==> src/rtl/riscv_test_monitor_pkg.sv <==
// Shared definitions for the core bring-up test monitor.
//   - state_e  : monitor FSM encoding (IDLE -> RUN -> DONE)
//   - result_e : terminal result codes, usable as a compact status register
//   - DEFAULT_PASS_PC / DEFAULT_FAIL_PC : conventional end-of-test fetch PCs
//   - cnt_width : width needed to hold 0..max_val (at least 1 bit)
package riscv_test_monitor_pkg;

    typedef enum logic [1:0] {
        ST_IDLE = 2'd0,
        ST_RUN  = 2'd1,
        ST_DONE = 2'd2
    } state_e;

    typedef enum logic [2:0] {
        RES_NONE    = 3'd0,
        RES_PASS    = 3'd1,
        RES_FAIL    = 3'd2,
        RES_TIMEOUT = 3'd3,
        RES_HANG    = 3'd4,
        RES_PROTO   = 3'd5
    } result_e;

    localparam logic [31:0] DEFAULT_PASS_PC = 32'h8000012c;
    localparam logic [31:0] DEFAULT_FAIL_PC = 32'h80000130;

    function automatic int unsigned cnt_width(input int unsigned max_val);
        return (max_val > 0) ? $clog2(max_val + 1) : 1;
    endfunction

endpackage

==> src/rtl/riscv_test_monitor_sat_cnt.sv <==
// Saturating up-counter with synchronous clear.
//   clk   : clock
//   rst   : synchronous active-high reset, count returns to 0
//   clr   : clear to 0 (wins over inc)
//   inc   : increment by one, holding at all-ones
//   count : current value
module riscv_test_monitor_sat_cnt #(
    parameter int unsigned W = 32
) (
    input  logic         clk,
    input  logic         rst,
    input  logic         clr,
    input  logic         inc,
    output logic [W-1:0] count
);

    always_ff @(posedge clk) begin
        if (rst || clr) begin
            count <= '0;
        end else if (inc && (count != '1)) begin
            count <= count + W'(1);
        end
    end

endmodule

==> src/rtl/riscv_test_monitor.sv <==
// Pass/fail/timeout/hang monitor snooping the core instruction-fetch port.
// Watches the fetch handshake in parallel with the instruction memory and
// latches exactly one sticky terminal flag, after which everything freezes
// until reset.
//   clk_i, rst_i        : clock, synchronous active-high reset
//   mem_i_rd_i          : fetch request
//   mem_i_accept_i      : memory accepts the request this cycle
//   mem_i_valid_i       : fetch response valid
//   mem_i_error_i       : fetch response error (meaningful with valid only)
//   mem_i_pc_i          : fetch PC
//   mem_i_inst_i        : fetch response data
//   done_o              : monitor reached DONE
//   pass_o / fail_o / timeout_o / hang_o / proto_err_o : terminal flags
//   cycle_count_o       : RUN cycles, saturating
//   fetch_count_o       : accepted fetches, saturating
//   last_pc_o           : PC of most recent accepted fetch
//   last_inst_o         : data of most recent response
module riscv_test_monitor
    import riscv_test_monitor_pkg::*;
#(
    parameter logic [31:0] PASS_PC         = DEFAULT_PASS_PC,
    parameter logic [31:0] FAIL_PC         = DEFAULT_FAIL_PC,
    parameter int unsigned TIMEOUT_CYCLES  = 1000,
    parameter int unsigned HANG_CYCLES     = 256,
    parameter int unsigned MAX_OUTSTANDING = 2
) (
    input  logic        clk_i,
    input  logic        rst_i,
    input  logic        mem_i_rd_i,
    input  logic        mem_i_accept_i,
    input  logic        mem_i_valid_i,
    input  logic        mem_i_error_i,
    input  logic [31:0] mem_i_pc_i,
    input  logic [63:0] mem_i_inst_i,
    output logic        done_o,
    output logic        pass_o,
    output logic        fail_o,
    output logic        timeout_o,
    output logic        hang_o,
    output logic        proto_err_o,
    output logic [31:0] cycle_count_o,
    output logic [31:0] fetch_count_o,
    output logic [31:0] last_pc_o,
    output logic [63:0] last_inst_o
);

    localparam int unsigned STALL_W = cnt_width(HANG_CYCLES);
    // One spare count above the legal maximum so an overflow is observable.
    localparam int unsigned OUT_W   = cnt_width(MAX_OUTSTANDING + 1);

    state_e             state_q, state_d;
    result_e            result_q, result_d, term;
    logic [OUT_W-1:0]   outstanding_q;
    logic [OUT_W:0]     out_sum, out_net;
    logic [31:0]        last_pc_q;
    logic [63:0]        last_inst_q;
    logic [STALL_W-1:0] stall_count;

    logic acc_ev, resp_ev, live, processing, new_pc;
    logic proto, fail_hit, pass_hit, timeout_hit, hang_hit;

    assign acc_ev     = mem_i_rd_i & mem_i_accept_i;
    assign resp_ev    = mem_i_valid_i;
    assign processing = (state_q != ST_DONE);
    // The accept that leaves IDLE is itself RUN cycle 1.
    assign live       = (state_q == ST_RUN) || ((state_q == ST_IDLE) && acc_ev);
    assign new_pc     = acc_ev && (mem_i_pc_i != last_pc_q);

    // Underflow wraps out_net to a large value, which also trips the
    // overflow compare; both are protocol errors so no special case needed.
    assign out_sum = {1'b0, outstanding_q} + {{OUT_W{1'b0}}, acc_ev};
    assign out_net = out_sum - {{OUT_W{1'b0}}, resp_ev};

    assign proto = (resp_ev && (outstanding_q == '0))
                || (out_net > (OUT_W + 1)'(MAX_OUTSTANDING))
                || (mem_i_accept_i && !mem_i_rd_i);

    assign fail_hit    = (acc_ev && (mem_i_pc_i == FAIL_PC)) || (resp_ev && mem_i_error_i);
    assign pass_hit    = acc_ev && (mem_i_pc_i == PASS_PC);
    // Checks look at the pre-increment value so the flag lands on the same
    // edge the counter reaches its limit.
    assign timeout_hit = (TIMEOUT_CYCLES != 0) && (cycle_count_o == TIMEOUT_CYCLES - 1);
    assign hang_hit    = (HANG_CYCLES != 0) && !new_pc
                      && (32'(stall_count) == HANG_CYCLES - 1);

    riscv_test_monitor_sat_cnt #(.W(32)) u_cycle_cnt (
        .clk   (clk_i),
        .rst   (rst_i),
        .clr   (1'b0),
        .inc   (live),
        .count (cycle_count_o)
    );

    riscv_test_monitor_sat_cnt #(.W(32)) u_fetch_cnt (
        .clk   (clk_i),
        .rst   (rst_i),
        .clr   (1'b0),
        .inc   (live && acc_ev),
        .count (fetch_count_o)
    );

    // Refetching the same PC is a stall, so tight self-loops register as hangs.
    riscv_test_monitor_sat_cnt #(.W(STALL_W)) u_stall_cnt (
        .clk   (clk_i),
        .rst   (rst_i),
        .clr   (live && new_pc),
        .inc   (live && !new_pc),
        .count (stall_count)
    );

    always_comb begin
        state_d  = state_q;
        result_d = result_q;
        term     = RES_NONE;
        if (processing) begin
            if (proto) begin
                term = RES_PROTO;
            end else if (live) begin
                state_d = ST_RUN;
                if (fail_hit)         term = RES_FAIL;
                else if (pass_hit)    term = RES_PASS;
                else if (timeout_hit) term = RES_TIMEOUT;
                else if (hang_hit)    term = RES_HANG;
            end
            if (term != RES_NONE) begin
                state_d  = ST_DONE;
                result_d = term;
            end
        end
    end

    always_ff @(posedge clk_i) begin
        if (rst_i) begin
            state_q       <= ST_IDLE;
            result_q      <= RES_NONE;
            outstanding_q <= '0;
            last_pc_q     <= '0;
            last_inst_q   <= '0;
        end else begin
            state_q  <= state_d;
            result_q <= result_d;
            if (processing) begin
                outstanding_q <= out_net[OUT_W-1:0];
                if (acc_ev)  last_pc_q   <= mem_i_pc_i;
                if (resp_ev) last_inst_q <= mem_i_inst_i;
            end
        end
    end

    assign done_o      = (state_q == ST_DONE);
    assign pass_o      = (result_q == RES_PASS);
    assign fail_o      = (result_q == RES_FAIL);
    assign timeout_o   = (result_q == RES_TIMEOUT);
    assign hang_o      = (result_q == RES_HANG);
    assign proto_err_o = (result_q == RES_PROTO);
    assign last_pc_o   = last_pc_q;
    assign last_inst_o = last_inst_q;

endmodule

==> config.mk <==
export PLATFORM = sky130hd
export DESIGN_NAME = riscv_test_monitor
export DESIGN_NICKNAME = d
export VERILOG_FILES = /design/src/rtl/riscv_test_monitor_pkg.sv /design/src/rtl/riscv_test_monitor_sat_cnt.sv /design/src/rtl/riscv_test_monitor.sv
export SDC_FILE = /design/constraint.sdc
export NUM_CORES = 1
export LEC_CHECK = 0
export ABC_AREA = 1
export BUFFER_PORTS_ARGS = -buffer_cell sky130_fd_sc_hd__buf_4
export CAP_MARGIN = 20
export CELL_PAD_IN_SITES_DETAIL_PLACEMENT = 0
export CELL_PAD_IN_SITES_GLOBAL_PLACEMENT = 1
export CORE_MARGIN = 4
export CORE_UTILIZATION = 38
export DETAILED_ROUTE_END_ITERATION = 8
export HOLD_SLACK_MARGIN = 0.08
export PLACE_DENSITY = 0.88
export RECOVER_POWER = 100
export SLEW_MARGIN = 20
export SYNTH_ARGS = -nofsm -noshare
export SYNTH_HDL_FRONTEND = slang
export SYNTH_SLANG_ARGS = --single-unit
==> constraint.sdc <==
create_clock -name clk_i -period 4.8 [get_ports clk_i]
set_input_delay 0.24 -clock clk_i [delete_from_list [all_inputs] [get_ports clk_i]]
set_output_delay 0.24 -clock clk_i [all_outputs]
set_load 0.01 [all_outputs]
==> flow_summary.ini <==
[floorplanning]
die_height_um = 155.3
fp-row-count = 53
start_util = 0.3898
die_area_um2 = 24120
die_width_um = 155.3
coreArea_um2 = 21150
ios = 268

[power]
p_per_area_nw_per_um2 = 303.9
ir_worst_vdd_mv = 0.2171
p_leak_nw = 4.551

[critical_path]
reg2reg_depth = 12
reg2reg_setup_slack_ps = 1660
r2r-end = u_cycle_cnt.count[31]
critPathLaunchType = flop
cp-end-kind = flop
path_class = reg -> reg
cp_data_arrival_time_ps = 3500
r2r-start = u_cycle_cnt.count[0]
crit_path_start = u_cycle_cnt.count[0]
required_ps = 5160
worstPathMaxFanout = 13

[sta]
grt_setup_unrepaired = no
setup_violations = 0
report.final.slew_viol_count = 45
fin_crit_ps = 3141
relSlewSlack = -0.1463
tns_ps = 0
fin_ws_ps = 1659
worst_slew_pin_slew_ps = 1719
fin_skew_ps = 13.36
fin_crit_sh = 0.6545
final_hold_viol_count = 0
max_freq_mhz = 318.3

[detailed_routing]
route.met3.wl_mm = 2.081
first_iter_violations = 353
wl_met1_mm = 11.15
post_drt_via_cell_ratio = 4.815
ant_nets = 0
dr.max_layer_used = met4
post_drt_wl_per_cell_um = 14.15
drt-total-wl_mm = 25.91
dr_total_vias = 8816
route.detailed.drc = 0
firstDrtPassIters = 4
wl_met2_mm = 12.15

[synth]
avgSynthCellArea_um2 = 6.872
synthTopCellsByArea = dfxtp_1 (43%), nor2_1 (13%), o21ai_0 (8.6%), nand2_1 (8.2%), inv_1 (5.4%)
synth-seq-area-share = 0.4272
ys.flop_type = dfxtp_1
synth_area_um2 = 8247
yosysWarnings = 0
syn_inst = 1200
yosysTopAreaCellShare = 0.4272
synth_edf_count = 0
synth-async-reset-ratio = 0
synth_nets = 1310
ys_seq_elements = 176
synth_cell_type_count = 39
synth_largest_area_cell = dfxtp_1

[worst_hold_path]
worstHoldStart = mem_i_pc_i[28]
hold_depth = 3
hold_class = in -> reg
hold_path_end = last_pc_o[28]

[global_route]
grt_pass1_wl_mm = 42.16
grt_pass1_vias = 8573
track_usage = 0.2110
overflow = 0
grt_max_degree = 72
antenna_found_initial = 1

[placed_design]
place_congestion = 0.8416
dpl_worst_slack_ps = 2107
hpwl_mm = 18.35
port-buffer-count = 267

[clock_network]
post_cts_resized = 0
clock_path_buffers = 2
clk_pin_slew_worst_paths_ps = 70
clockRootBuffer = clkbuf_16
insertion_delay_ps = 430
htreeDepth = 4
cts_buffers = 17
tritoncts = done
cts.sink_count = 176
post_cts_buffers = 0

[run]
drv_cap = 1

[layout]
nNetsFinal = 1652
areaGrowthSynthToFinish_pct = 37.22
drive_gt1_frac = 0.1016
final.fill_count = 2152

[run_status]
violations = capacitance limit, slew limit
status = complete, but fails checks
[sequential cells by signal (all words and copies together) (netlist names)]
register / flops
state_q: 2
u_stall_cnt.count: 9
last_pc_o: 32
u_fetch_cnt.count: 32
outstanding_q: 2
result_q: 3
u_cycle_cnt.count: 32
last_inst_o: 64
[where the power goes]
group	total (W)	switching, W	internal [W]
logic	0.000434	0.000238	0.000196
registers	0.00157	0.0000444	0.00152
clock network	0.00144	0.000683	0.000754
total	0.00344	0.000965	0.00247
[metrics by stage]
stage	hold WS, ps	area (um2)	util	instances	total power (W)
after floorplan	374.9	8247	-	1200	0.001797
after global placement	450.3	10490	0.4957	1708	0.002018
after detailed placement	465.4	10490	0.4957	1708	0.002023
after CTS	80.63	12000	0.5672	1830	0.003530
after global routing	94.18	11320	0.5349	1831	0.003597
final	96.36	11320	0.5349	1831	0.003438
[worst max path at each step]
stage                                  to  slack [ps]  cells past startpoint
global route        u_cycle_cnt.count[31]        1180                     12
floorplan                     result_q[2]        2490                     16
finish              u_cycle_cnt.count[31]        1660                     12
detailed placement            result_q[0]        2110                     17
global placement              result_q[1]        2160                     17
CTS                       last_inst_o[52]        2360                      8
[Yosys cell counts (2+ instances only)]
master	instances
nand3_1	37
xnor2_1	24
nor3_2	7
nand2_2	3
o21a_1	2
xor2_1	9
a211oi_1	5
clkbuf_1	32
nor2_1	290
o21ai_0	142
ha_1	7
nand4_1	16
inv_1	119
nor4_1	6
o21ai_1	3
buf_1	2
nor2_4	2
nor3_1	39
a21oi_1	61
nand3_2	3
buf_4	2
nor3b_1	5
nand2_1	181
buf_2	3
inv_2	11
dfxtp_1	176
[layer usage]
metal | track usage | vias to the layer above
met5 | 0 | -
met4 | 0.06586 | 0
met3 | 0.06592 | 29
met2 | 0.3564 | 257
met1 | 0.2576 | 3981
li1 | - | 4549
[worst max-delay path, cell delays in order (launching register included)]
cell	delay [ps]
dfxtp_1	350
ha_1	270
inv_1	80
nor3_1	40
nand2_1	70
nor2_1	60
a21boi_0	1080
nand2_1	320
nor2_1	290
nand3_1	190
o21ai_0	180
nand2_1	60
nor2_1	90
[kinds of logic after synthesis]
logic type	Yosys count	share of synthesized area
and+or+nand+nor	595	0.3080
AOI/OAI and AO/OA	219	0.1384
DFF	176	0.4272
buffers and inverters	169	0.07829
xor gates and xnor gates	33	0.03505
adders and majority gates	8	0.01305
[area by class of cell]
class	count	area, um2	share of cell area
Clock inverter	15	186.4	0.01647
Clock buffer	17	425.4	0.03759
Sequential cell	176	3523	0.3114
Timing Repair Buffer	362	2312	0.2043
Antenna cell	1	2.502	0.0002211
Tap cell	275	344.1	0.03041
Multi-Input combinational cell	855	4033	0.3564
Inverter	130	489.2	0.04323
[layout by cell type, fill, tap and decap left out, drive strengths merged]
| cell type | synthesis | routed |
|---|---|---|
| xnor2 | 24 | 24 |
| nand3 | 40 | 40 |
| ha | 7 | 7 |
| fa | 1 | 1 |
| a221oi | 1 | 1 |
| a2bb2oi | 1 | 1 |
| buf | 7 | 104 |
| o21a | 2 | 2 |
| bufinv | 0 | 1 |
| clkbuf | 32 | 185 |
| xor2 | 9 | 9 |
| o21bai | 1 | 1 |
| inv | 130 | 137 |
| dfxtp | 176 | 176 |
| dlygate4sd3 | 0 | 90 |
| diode | 0 | 1 |
| nor3b | 6 | 6 |
| a31oi | 1 | 1 |
| nand4 | 16 | 16 |
| nor2 | 294 | 294 |
| nand3b | 1 | 1 |
| nor3 | 47 | 47 |
| clkinv | 0 | 6 |
| a21boi | 1 | 1 |
| nand2 | 184 | 184 |
| clkinvlp | 0 | 1 |
| o21ai | 146 | 146 |
| a211oi | 5 | 5 |
| a21oi | 61 | 61 |
| nor4 | 7 | 7 |
[repair_timing]
action,CTS,global route
endpoints found under the hold margin,90,0
hold buffers,90,0
endpoints found under the setup margin,0,0
Note: power is estimated with default switching activity, not from simulation.
